==> src/rtl/systolic_skew_feeder.sv <==
// Skews one edge (A rows or B columns) of an N-lane systolic MAC array into a diagonal wavefront.
// Optional: define FEEDER_PSUM_CLR_EN to pulse psum_clr alongside the first pe_en of each tile.
module systolic_skew_feeder #(
   parameter int N           = 4,
   parameter int DATA_WIDTH  = 16,
   parameter int K_MAX       = 256,
   parameter int FLUSH_STEPS = 2*N-2,
   localparam int KW         = $clog2(K_MAX+1)
) (
   input  logic                    clk,
   input  logic                    rst_n,
   input  logic                    s_valid,
   output logic                    s_ready,
   input  logic [N*DATA_WIDTH-1:0] s_data,
   input  logic                    s_last,
   output logic [N*DATA_WIDTH-1:0] lane_data,
   output logic                    pe_en,
   output logic                    busy,
   output logic                    done,
   output logic [KW-1:0]           k_count,
   output logic                    overflow,
   output logic                    psum_clr
);

   // state  | meaning
   // IDLE   | waiting for the first vector of a tile
   // STREAM | accepting vectors, one advance per handshake
   // FLUSH  | inserting zero steps until the wavefront drains
   // DONE   | one-cycle completion pulse, final pe_en is high here

   localparam int FW = (FLUSH_STEPS > 1) ? $clog2(FLUSH_STEPS+1) : 1;
   localparam logic [KW-1:0] KMAX_W = KW'(K_MAX);

   typedef enum logic [1:0] {S_IDLE, S_STREAM, S_FLUSH, S_DONE} state_t;

   state_t          state, state_nxt;
   logic [FW-1:0]   flush_cnt;
   logic            handshake;
   logic            advance;
   logic            tile_end;
   logic            hit_kmax;
   logic [KW-1:0]   k_next;

   assign handshake = s_valid & s_ready;
   assign advance   = handshake | (state == S_FLUSH);

   // First vector of a tile restarts the count; otherwise saturate at K_MAX.
   assign k_next   = (state == S_IDLE) ? KW'(1) :
                     (k_count == KMAX_W) ? k_count : k_count + 1'b1;
   assign hit_kmax = (k_next == KMAX_W);
   assign tile_end = handshake & (s_last | hit_kmax);

   always_ff @(posedge clk or negedge rst_n) begin
      if (!rst_n) state <= S_IDLE;
      else        state <= state_nxt;
   end

   always_comb begin
      state_nxt = state;
      s_ready   = 1'b0;
      busy      = 1'b0;
      done      = 1'b0;
      case (state)
         S_IDLE: begin
            s_ready = 1'b1;
            if (handshake) state_nxt = tile_end ? S_FLUSH : S_STREAM;
         end
         S_STREAM: begin
            s_ready = 1'b1;
            busy    = 1'b1;
            if (tile_end) state_nxt = S_FLUSH;
         end
         S_FLUSH: begin
            busy = 1'b1;
            if (flush_cnt == '0) state_nxt = S_DONE;
         end
         S_DONE: begin
            done      = 1'b1;
            state_nxt = S_IDLE;
         end
         default: state_nxt = S_IDLE;
      endcase
   end

   always_ff @(posedge clk or negedge rst_n) begin
      if (!rst_n) begin
         flush_cnt <= '0;
      end else if (tile_end) begin
         flush_cnt <= FW'(FLUSH_STEPS-1);
      end else if (state == S_FLUSH && flush_cnt != '0) begin
         flush_cnt <= flush_cnt - 1'b1;
      end
   end

   always_ff @(posedge clk or negedge rst_n) begin
      if (!rst_n) begin
         k_count  <= '0;
         overflow <= 1'b0;
         pe_en    <= 1'b0;
      end else begin
         pe_en <= advance;
         if (handshake) begin
            k_count  <= k_next;
            overflow <= (overflow & (state != S_IDLE)) | (hit_kmax & ~s_last);
         end
      end
   end

   // Lane i is i+1 stages deep; the last stage drives the array edge directly.
   for (genvar i = 0; i < N; i++) begin : g_lane
      logic [DATA_WIDTH-1:0] stg [0:i];

      always_ff @(posedge clk or negedge rst_n) begin
         if (!rst_n) begin
            for (int j = 0; j <= i; j++) stg[j] <= '0;
         end else if (advance) begin
            stg[0] <= handshake ? s_data[i*DATA_WIDTH +: DATA_WIDTH] : '0;
            for (int j = 1; j <= i; j++) stg[j] <= stg[j-1];
         end
      end

      assign lane_data[i*DATA_WIDTH +: DATA_WIDTH] = stg[i];
   end

`ifdef FEEDER_PSUM_CLR_EN
   always_ff @(posedge clk or negedge rst_n) begin
      if (!rst_n) psum_clr <= 1'b0;
      else        psum_clr <= handshake & (state == S_IDLE);
   end
`else
   assign psum_clr = 1'b0;
`endif

endmodule
==> config.mk <==
export PLATFORM = sky130hd
export DESIGN_NAME = systolic_skew_feeder
export DESIGN_NICKNAME = d
export VERILOG_FILES = /design/src/rtl/systolic_skew_feeder.sv
export SDC_FILE = /design/constraint.sdc
export NUM_CORES = 1
export LEC_CHECK = 0
export ABC_CLOCK_PERIOD_IN_PS = 2450
export CORE_AREA = 2 2 125 127
export CTS_CLUSTER_DIAMETER = 60
export DETAILED_ROUTE_END_ITERATION = 7
export DIE_AREA = 0 0 127 129
export PLACE_DENSITY = 0.79
export SKIP_LAST_GASP = 1
export SLEW_MARGIN = 5
export SYNTH_ARGS = -nofsm -noshare
export SYNTH_HDL_FRONTEND = slang
export SYNTH_SLANG_ARGS = --single-unit
==> constraint.sdc <==
create_clock -name clk -period 2.45 [get_ports clk]
set_input_delay 0.735 -clock clk [delete_from_list [all_inputs] [get_ports clk]]
set_output_delay 0.735 -clock clk [all_outputs]
set_load 0.005 [all_outputs]
Word-level counts from Yosys, hierarchy flattened:

Index checks and enable logic that the tools add are counted.

* bits of input ports: 68
* register bits after elaboration: 176

* reduce and logical (&&, ||, !) cells: 9
* mux-type cells: 16
* add/sub/neg operators: 2
* bitwise logic cells: 8
* equal/unequal tests: 8

Operator list (count)
* 16-bit 2-to-1 mux: 4
* 9-bit equality test, second input constant: 2
* 9-bit 2-to-1 mux: 2
* 9-bit by 1-bit adder with 9-bit output, second input constant: 1
* 2-bit 2-to-1 mux: 4
* 2-bit one-hot mux with 4 select lines: 1
* 3-bit 2-to-1 mux: 2
* 1-bit bitwise AND: 4
* 2-bit equality test, second input constant: 2
* 2-bit inequality test, second input constant: 2
* 2-bit nonzero test: 2
* 2-bit OR reduction: 2
* 3-bit logical NOT: 1
* 1-bit 2-to-1 mux: 3
* 1-bit bitwise OR: 3
* 3-bit AND reduction: 1
* 3-bit nonzero test: 1
* 3-bit by 1-bit subtractor with 3-bit output, second input constant: 1
* 2-bit by 1-bit equality test with 1-bit output, second input constant: 1
* 2-bit logical NOT: 1
* 2-bit by 1-bit inequality test with 1-bit output, second input constant: 1
* 1-bit logical AND: 1
* 1-bit NOT: 1

Longest topological paths before layout:

Gate-level depths: netlist of run 1.

* word-level depth: 9
* depth in mapped cells: 9

Least setup slack after synthesis of run 1:

No wires, ideal clock.

* path kind: reg2reg
* from: reg state[1]
* to: reg g_lane[2].stg[21] (netlist name)
* required time: 2322 ps
* cell stages (with the launch flop): 9
* arrival: 2108 ps
* path slack: 215 ps
* path buffers: 2
* setup time: 128 ps
* period minus slack after synthesis: 2235 ps
* path through: dfrtp_1 inv_1 ha_1 or2_1 and2_1 nor2_2 buf_2 buf_2 mux2_1

* cells in the longest elaborated chain, start to end: 5

Ends and longest elaborated chain
* start: declaration: RTL line 36 `state_t state, state_nxt;`
* start signal: assignment: RTL line 55 `else state <= state_nxt;`
* 2-bit by 1-bit equality test with 1-bit output or 2-bit logical NOT (tied branches): RTL line 63 `case (state)`
* 2-bit OR reduction (no source line) *
* 1-bit 2-to-1 mux *: RTL line 63
* via s_ready: RTL line 13 `output logic s_ready,`
* 1-bit bitwise AND *: RTL line 44 `assign handshake = s_valid & s_ready;`
* 1-bit bitwise OR *: RTL line 45 `assign advance = handshake | (state == S_FLUSH);`
* end: declaration: RTL line 111 `logic [DATA_WIDTH-1:0] stg [0:i];`

Mark *: on every way through the listed nets, which the timed path passes. The rest lies on a longest branch.
A chain may end at the register's enable or synchronous reset.

Final worst setup path of run 1:

* from: reg state[0]
* to: out busy

* cells in the longest elaborated chain, start to end: 3

Ends and longest elaborated chain
* 2-bit equality test or 2-bit by 1-bit equality test with 1-bit output (tied branches): RTL line 63
* 2-bit OR reduction (no source line) *
* 1-bit 2-to-1 mux *: RTL line 63
* end: declaration: RTL line 18 `output logic busy,`

Every way passes the cells marked *; elsewhere a longest branch is shown, timed or not.

==> results of run 1 <==
-- logic make-up after synthesis --
logic type / synth area share [%]
AO/OA/AOI/OAI: 2.86
XOR/XNOR: 0.344
adder cells (fa/ha/maj): 1.47
buffers and inverters: 7.26
flip-flops: 57.6
multiplexers: 14.5
other: 0.0490
AND/OR/NAND/NOR: 15.9
-- worst max-delay path, stage by stage, from the launching register on --
cell             delay (ns)
dfrtp_1                0.42
inv_2                  0.08
ha_4                   0.27
clkdlybuf4s50_1        0.50
-- layout by cell type, fill, tap and decap left out, types with 3 or more instances in the layout --
cell type and instances:
inv_1 10, nand3b_1 64, mux2i_1 3, clkdlybuf4s50_1 143, buf_12 7, clkinv_2 5
nand4_1 3, mux2_1 30, o21ai_0 10, nand3_1 7, nor2_1 6, a21oi_1 4
dfrtp_1 174, clkbuf_16 17, ha_1 6, nor2b_1 5, nand2_1 140, mux2_2 66
buf_4 19
-- flip-flops by register name (all words and copies together) (netlist names) --
register	cells
state	2
lane_data	48
g_lane.stg	112
pe_en	1
overflow	1
flush_cnt	3
k_count	9
-- where the power goes --
group          internal, mW  total (mW)  switching, mW
registers              4.14        4.81          0.671
logic                  2.90        5.21           2.31
clock network          1.46        2.61           1.15
-- path summary, 6_finish.rpt --
check,cells past startpoint,slack [ns],to,start
min in group clk,1,0.48,lane_data[63],g_lane[3].stg[31]
max reg2reg,8,0.15,state[0],k_count[1]
max,3,0.02,busy,state[0]
max in group asynchronous,2,1.56,g_lane[3].stg[22],rst_n
min,1,0.24,lane_data[47],rst_n
min reg2reg,1,0.48,lane_data[63],g_lane[3].stg[31]
-- synth_stat cells, types with 2 or more instances --
cell / n
ha_1: 9
nor2_1: 6
mux2_1: 30
xnor2_1: 2
nand3b_1: 64
a32o_1: 2
o2bb2ai_1: 2
clkbuf_1: 16
and3_1: 2
mux2i_1: 3
a21oi_1: 4
dfrtp_1: 176
and2_1: 2
nor2b_1: 5
nand4_1: 3
nand3_1: 7
o21ai_0: 10
nand2b_1: 2
mux2_2: 66
nor3_1: 2
inv_1: 11
buf_4: 49
nand2_1: 141
buf_1: 7
buf_2: 9
-- layout make-up --
class / count / share of cell area [%]
well taps: 188 / 2.42
inverters: 12 / 0.463
clock inverters: 12 / 1.12
repair buffers: 171 / 17.9
flip-flops and latches: 176 / 45.3
clock buffers: 20 / 4.70
multi-input cells: 382 / 28.1
-- what timing repair did --
item	CTS	global route
setup buffers	3	3
resized for setup	2	9
pin swaps	0	1
endpoints found under the setup margin	2	5
hold endpoints to repair	0	0
-- layer usage --
metal / wire length [um] / up-vias / GRT usage [%]
li1: - / 2366 / -
met1: 6930 / 2549 / 25.5
met2: 8330 / 165 / 35.9
met3: 868 / 24 / 5.32
met4: 235 / 0 / 7.30
met5: 0 / - / 0
==> results_dict.tcl, run 1 <==
set metrics [dict create \
    end_kind "primary output" \
    cts_buffers 17 \
    io_pins 147 \
    tns_ns 0 \
    p_leak_nw 4.57 \
    ys.flop_type "dfrtp_1" \
    via_per_inst 5.31 \
    hold_class "input pin to async pin" \
    crit_required_ns 1.71 \
    yosysTopAreaCell "dfrtp_1" \
    nets 837 \
    netlist-cell-type-count 47 \
    antenna_found_initial 0 \
    clk_pin_slew_ns 0.07 \
    avgSynthCellArea_um2 11.7 \
    grt_max_degree 54 \
    pre_cts_ws_ns -0.0441 \
    antenna_cells 0 \
    cts_tree "done" \
    yosysSeqAreaShare_pct 57.6 \
    dpl.hpwl_mm 10.6 \
    final_hold_viol_count 0 \
    finalWorstSetupSlack_ns 0.0243 \
    overflow 0 \
    clk_root_buffer_cell "clkbuf_16" \
    rows 45 \
    crit_fanout 3 \
    synth-edff-count 0 \
    status "complete, no violations" \
    die_x_um 127 \
    fin_crit_sh_pct 99.0 \
    worstPathArrival_ns 1.69 \
    design.core.area_um2 15000 \
    finalCriticalPeriod_ns 2.43 \
    whs_ns 0.236 \
    dr.pass1.iters 4 \
    skew_ns 0.00809 \
    vias 5104 \
    drt_iter0_drc 247 \
    drive_above_1_share_pct 18.2 \
    max_freq_mhz 412 \
    wl_per_cell_um 17.0 \
    fillers 1117 \
    clock_latency_ns 0.42 \
    place_congestion 0.855 \
    stdcell_area_um2 9720 \
    synth_top_area_share_pct 57.6 \
    setup_violations 0 \
    grt_util_all_layers_pct 20.8 \
    stdcell_count 961 \
    drc 0 \
    rsz0062_at_grt "true" \
    syn_area_um2 7650 \
    crit_type "register to primary output" \
    syn_nets 729 \
    syn2layout_area_growth_pct 27.1 \
    multi_input_area_um2 2730 \
    critPathLaunchType "register" \
    power.density_nw_per_um2 1300 \
    synth-async-reset-ratio_pct 100 \
    register_area_um2 4410 \
    place_inst 923 \
    cts_sinks 176 \
    grt_first_pass_wirelength_mm 26.8 \
    ys_seq_elements 176 \
    synth_area_leaders "dfrtp_1, mux2_2, nand2_1" \
    die_y_um 129 \
    die_area_um2 16400 \
    cts_max_level 4 \
    cts.hold.buffers_added 0 \
    ant_nets 0 \
    fin_util_pct 64.9 \
    postSynthCellCount 652 \
    power_mw 12.6 \
    maxCapViolCount 0 \
    start_util_pct 51.1 \
    placed_area_um2 9070 \
    drv_slew 0 \
    port_buffers 145 \
    yosys_warnings 0 \
    routed_wirelength_mm 16.4 \
    grt_pass1_vias 5480 \
    cts_buffer_depth 2 \
    vdd_ir_drop_max_mv 0.683 \
]
Note: power is estimated with default switching activity, not from simulation.
==> run 2: changes to the inputs <==
--- a/config.mk
+++ b/config.mk
@@ -6,11 +6,14 @@
 export NUM_CORES = 1
 export LEC_CHECK = 0
 export ABC_CLOCK_PERIOD_IN_PS = 2450
-export CORE_AREA = 2 2 125 127
+export CELL_PAD_IN_SITES_DETAIL_PLACEMENT = 1
+export CELL_PAD_IN_SITES_GLOBAL_PLACEMENT = 1
+export CORE_AREA = 2 2 147 135
 export CTS_CLUSTER_DIAMETER = 60
 export DETAILED_ROUTE_END_ITERATION = 7
-export DIE_AREA = 0 0 127 129
-export PLACE_DENSITY = 0.79
+export DIE_AREA = 0 0 149 137
+export GPL_TIMING_DRIVEN = 1
+export PLACE_DENSITY_LB_ADDON = 0.1
 export SKIP_LAST_GASP = 1
 export SLEW_MARGIN = 5
 export SYNTH_ARGS = -nofsm -noshare
==> results_dict.tcl, run 2 (synthesis results as in run 1) <==
set metrics [dict create \
    overflow 0 \
    final_hold_viol_count 0 \
    die_x_um 149 \
    r2r_end "state[0]" \
    grt_util_all_layers_pct 18.6 \
    r2r_setup_slack_ns 0.16 \
    vias 5096 \
    dr.pass1.iters 4 \
    setup_violations 0 \
    skew_ns 0.00716 \
    routed_wirelength_mm 18.0 \
    path_delay_family "flip-flops" \
    status "complete, no violations" \
    end_kind "primary output" \
    start_util_pct 40.6 \
    antenna_found_initial 0 \
    max_freq_mhz 422 \
    finalCriticalPeriod_ns 2.37 \
    fillers 1968 \
    regMostFlops "g_lane.stg" \
    drc 0 \
    tns_ns 0 \
    crit_buf_inv 2 \
    grt_max_degree 55 \
    crit_required_ns 1.71 \
    r2r_cells 8 \
    drt_iter0_drc 185 \
    clock_latency_ns 0.43 \
    layout_common_cells "dfrtp_1, clkdlybuf4s50_1, nand2_1" \
    reg2reg_from "k_count[0]" \
    crit_path_start "state[0]" \
    cts_tree "done" \
    maxCapViolCount 0 \
    antenna_cells 0 \
    path_cells "inv_2 -> ha_2 -> or2_4 -> dlygate4sd2_1" \
    grt_first_pass_wirelength_mm 29.0 \
    place_congestion 0.744 \
    drv_slew 0 \
    placed_area_um2 9250 \
    port_buffers 145 \
    clk_root_buffer_cell "clkbuf_16" \
    place_inst 994 \
    rsz0062_at_grt "true" \
    die_y_um 137 \
    crit_fanout 4 \
    wl_per_cell_um 17.5 \
    register_area_um2 4410 \
    stdcell_count 1028 \
    pre_cts_ws_ns -0.0415 \
    die_area_um2 20400 \
    slowest_delay_ns 0.42 \
    clk_pin_slew_ns 0.06 \
    p_leak_nw 4.65 \
    cts.hold.buffers_added 0 \
    final_common_cell "dfrtp_1" \
    crit_type "register to primary output" \
    cp_slowest_cell "dfrtp_1" \
    multi_input_area_um2 2710 \
    hold_class "input pin to async pin" \
    ant_nets 0 \
    cts_buffer_depth 2 \
    finalWorstSetupSlack_ns 0.0829 \
    via_per_inst 4.96 \
    stdcell_area_um2 9940 \
    cts_sinks 176 \
    nets 843 \
    fin_crit_sh_pct 96.6 \
    cts_buffers 17 \
    critPathLaunchType "register" \
    power_mw 13.3 \
    power.density_nw_per_um2 1330 \
    drive_above_1_share_pct 18.0 \
    cts_max_level 4 \
    design.core.area_um2 18900 \
    dpl.hpwl_mm 12.0 \
    syn2layout_area_growth_pct 30.0 \
    io_pins 147 \
    largest_reg_flops 112 \
    vdd_ir_drop_max_mv 0.510 \
    rows 48 \
    grt_pass1_vias 5577 \
    worstPathArrival_ns 1.63 \
]
[run 2: area by class of cell]
| class | count | area share, % |
|---|---|---|
| multi-input cells | 382 | 27.2 |
| flip-flops and latches | 176 | 44.3 |
| well taps | 250 | 3.15 |
| repair buffers | 177 | 18.1 |
| clock inverters | 9 | 2.06 |
| inverters | 12 | 0.453 |
| clock buffers | 22 | 4.67 |
[run 2: power breakdown]
group | internal (mW) | switching [mW]
clock network | 1.97 | 1.12
registers | 4.14 | 0.676
logic | 3.01 | 2.35
[run 2: metrics by stage]
step	utilization [%]	hold WS [ns]
finish	52.7	0.229
floorplan	-	0.439
detailed placement	49.0	0.474
CTS	52.6	0.226
global route	52.7	0.238
global placement	49.0	0.459
[run 2: layer usage]
| metal | up-vias | share of wire [%] | track usage [%] |
|---|---|---|---|
| li1 | 2368 | - | - |
| met1 | 2604 | 42 | 22.3 |
| met2 | 102 | 51 | 32.2 |
| met3 | 22 | 4.9 | 5.37 |
| met4 | 0 | 1.4 | 6.40 |
| met5 | - | 0 | 0 |
[run 2: timing repair]
item | 4_1_cts | 5_1_grt
resized for setup | 4 | 3
setup endpoints to repair | 2 | 3
buffers inserted | 1 | 2
[run 2: how the worst max path moves through the flow]
stage,endpoint,slack [ns],cells after the start
after detailed placement,state[0],-0.04,7
after global placement,state[0],0.02,7
after floorplan,g_lane[2].stg[21],0.21,8
after global routing,state[0],-0.01,8
after CTS,s_ready,0.02,4
final,s_ready,0.08,4
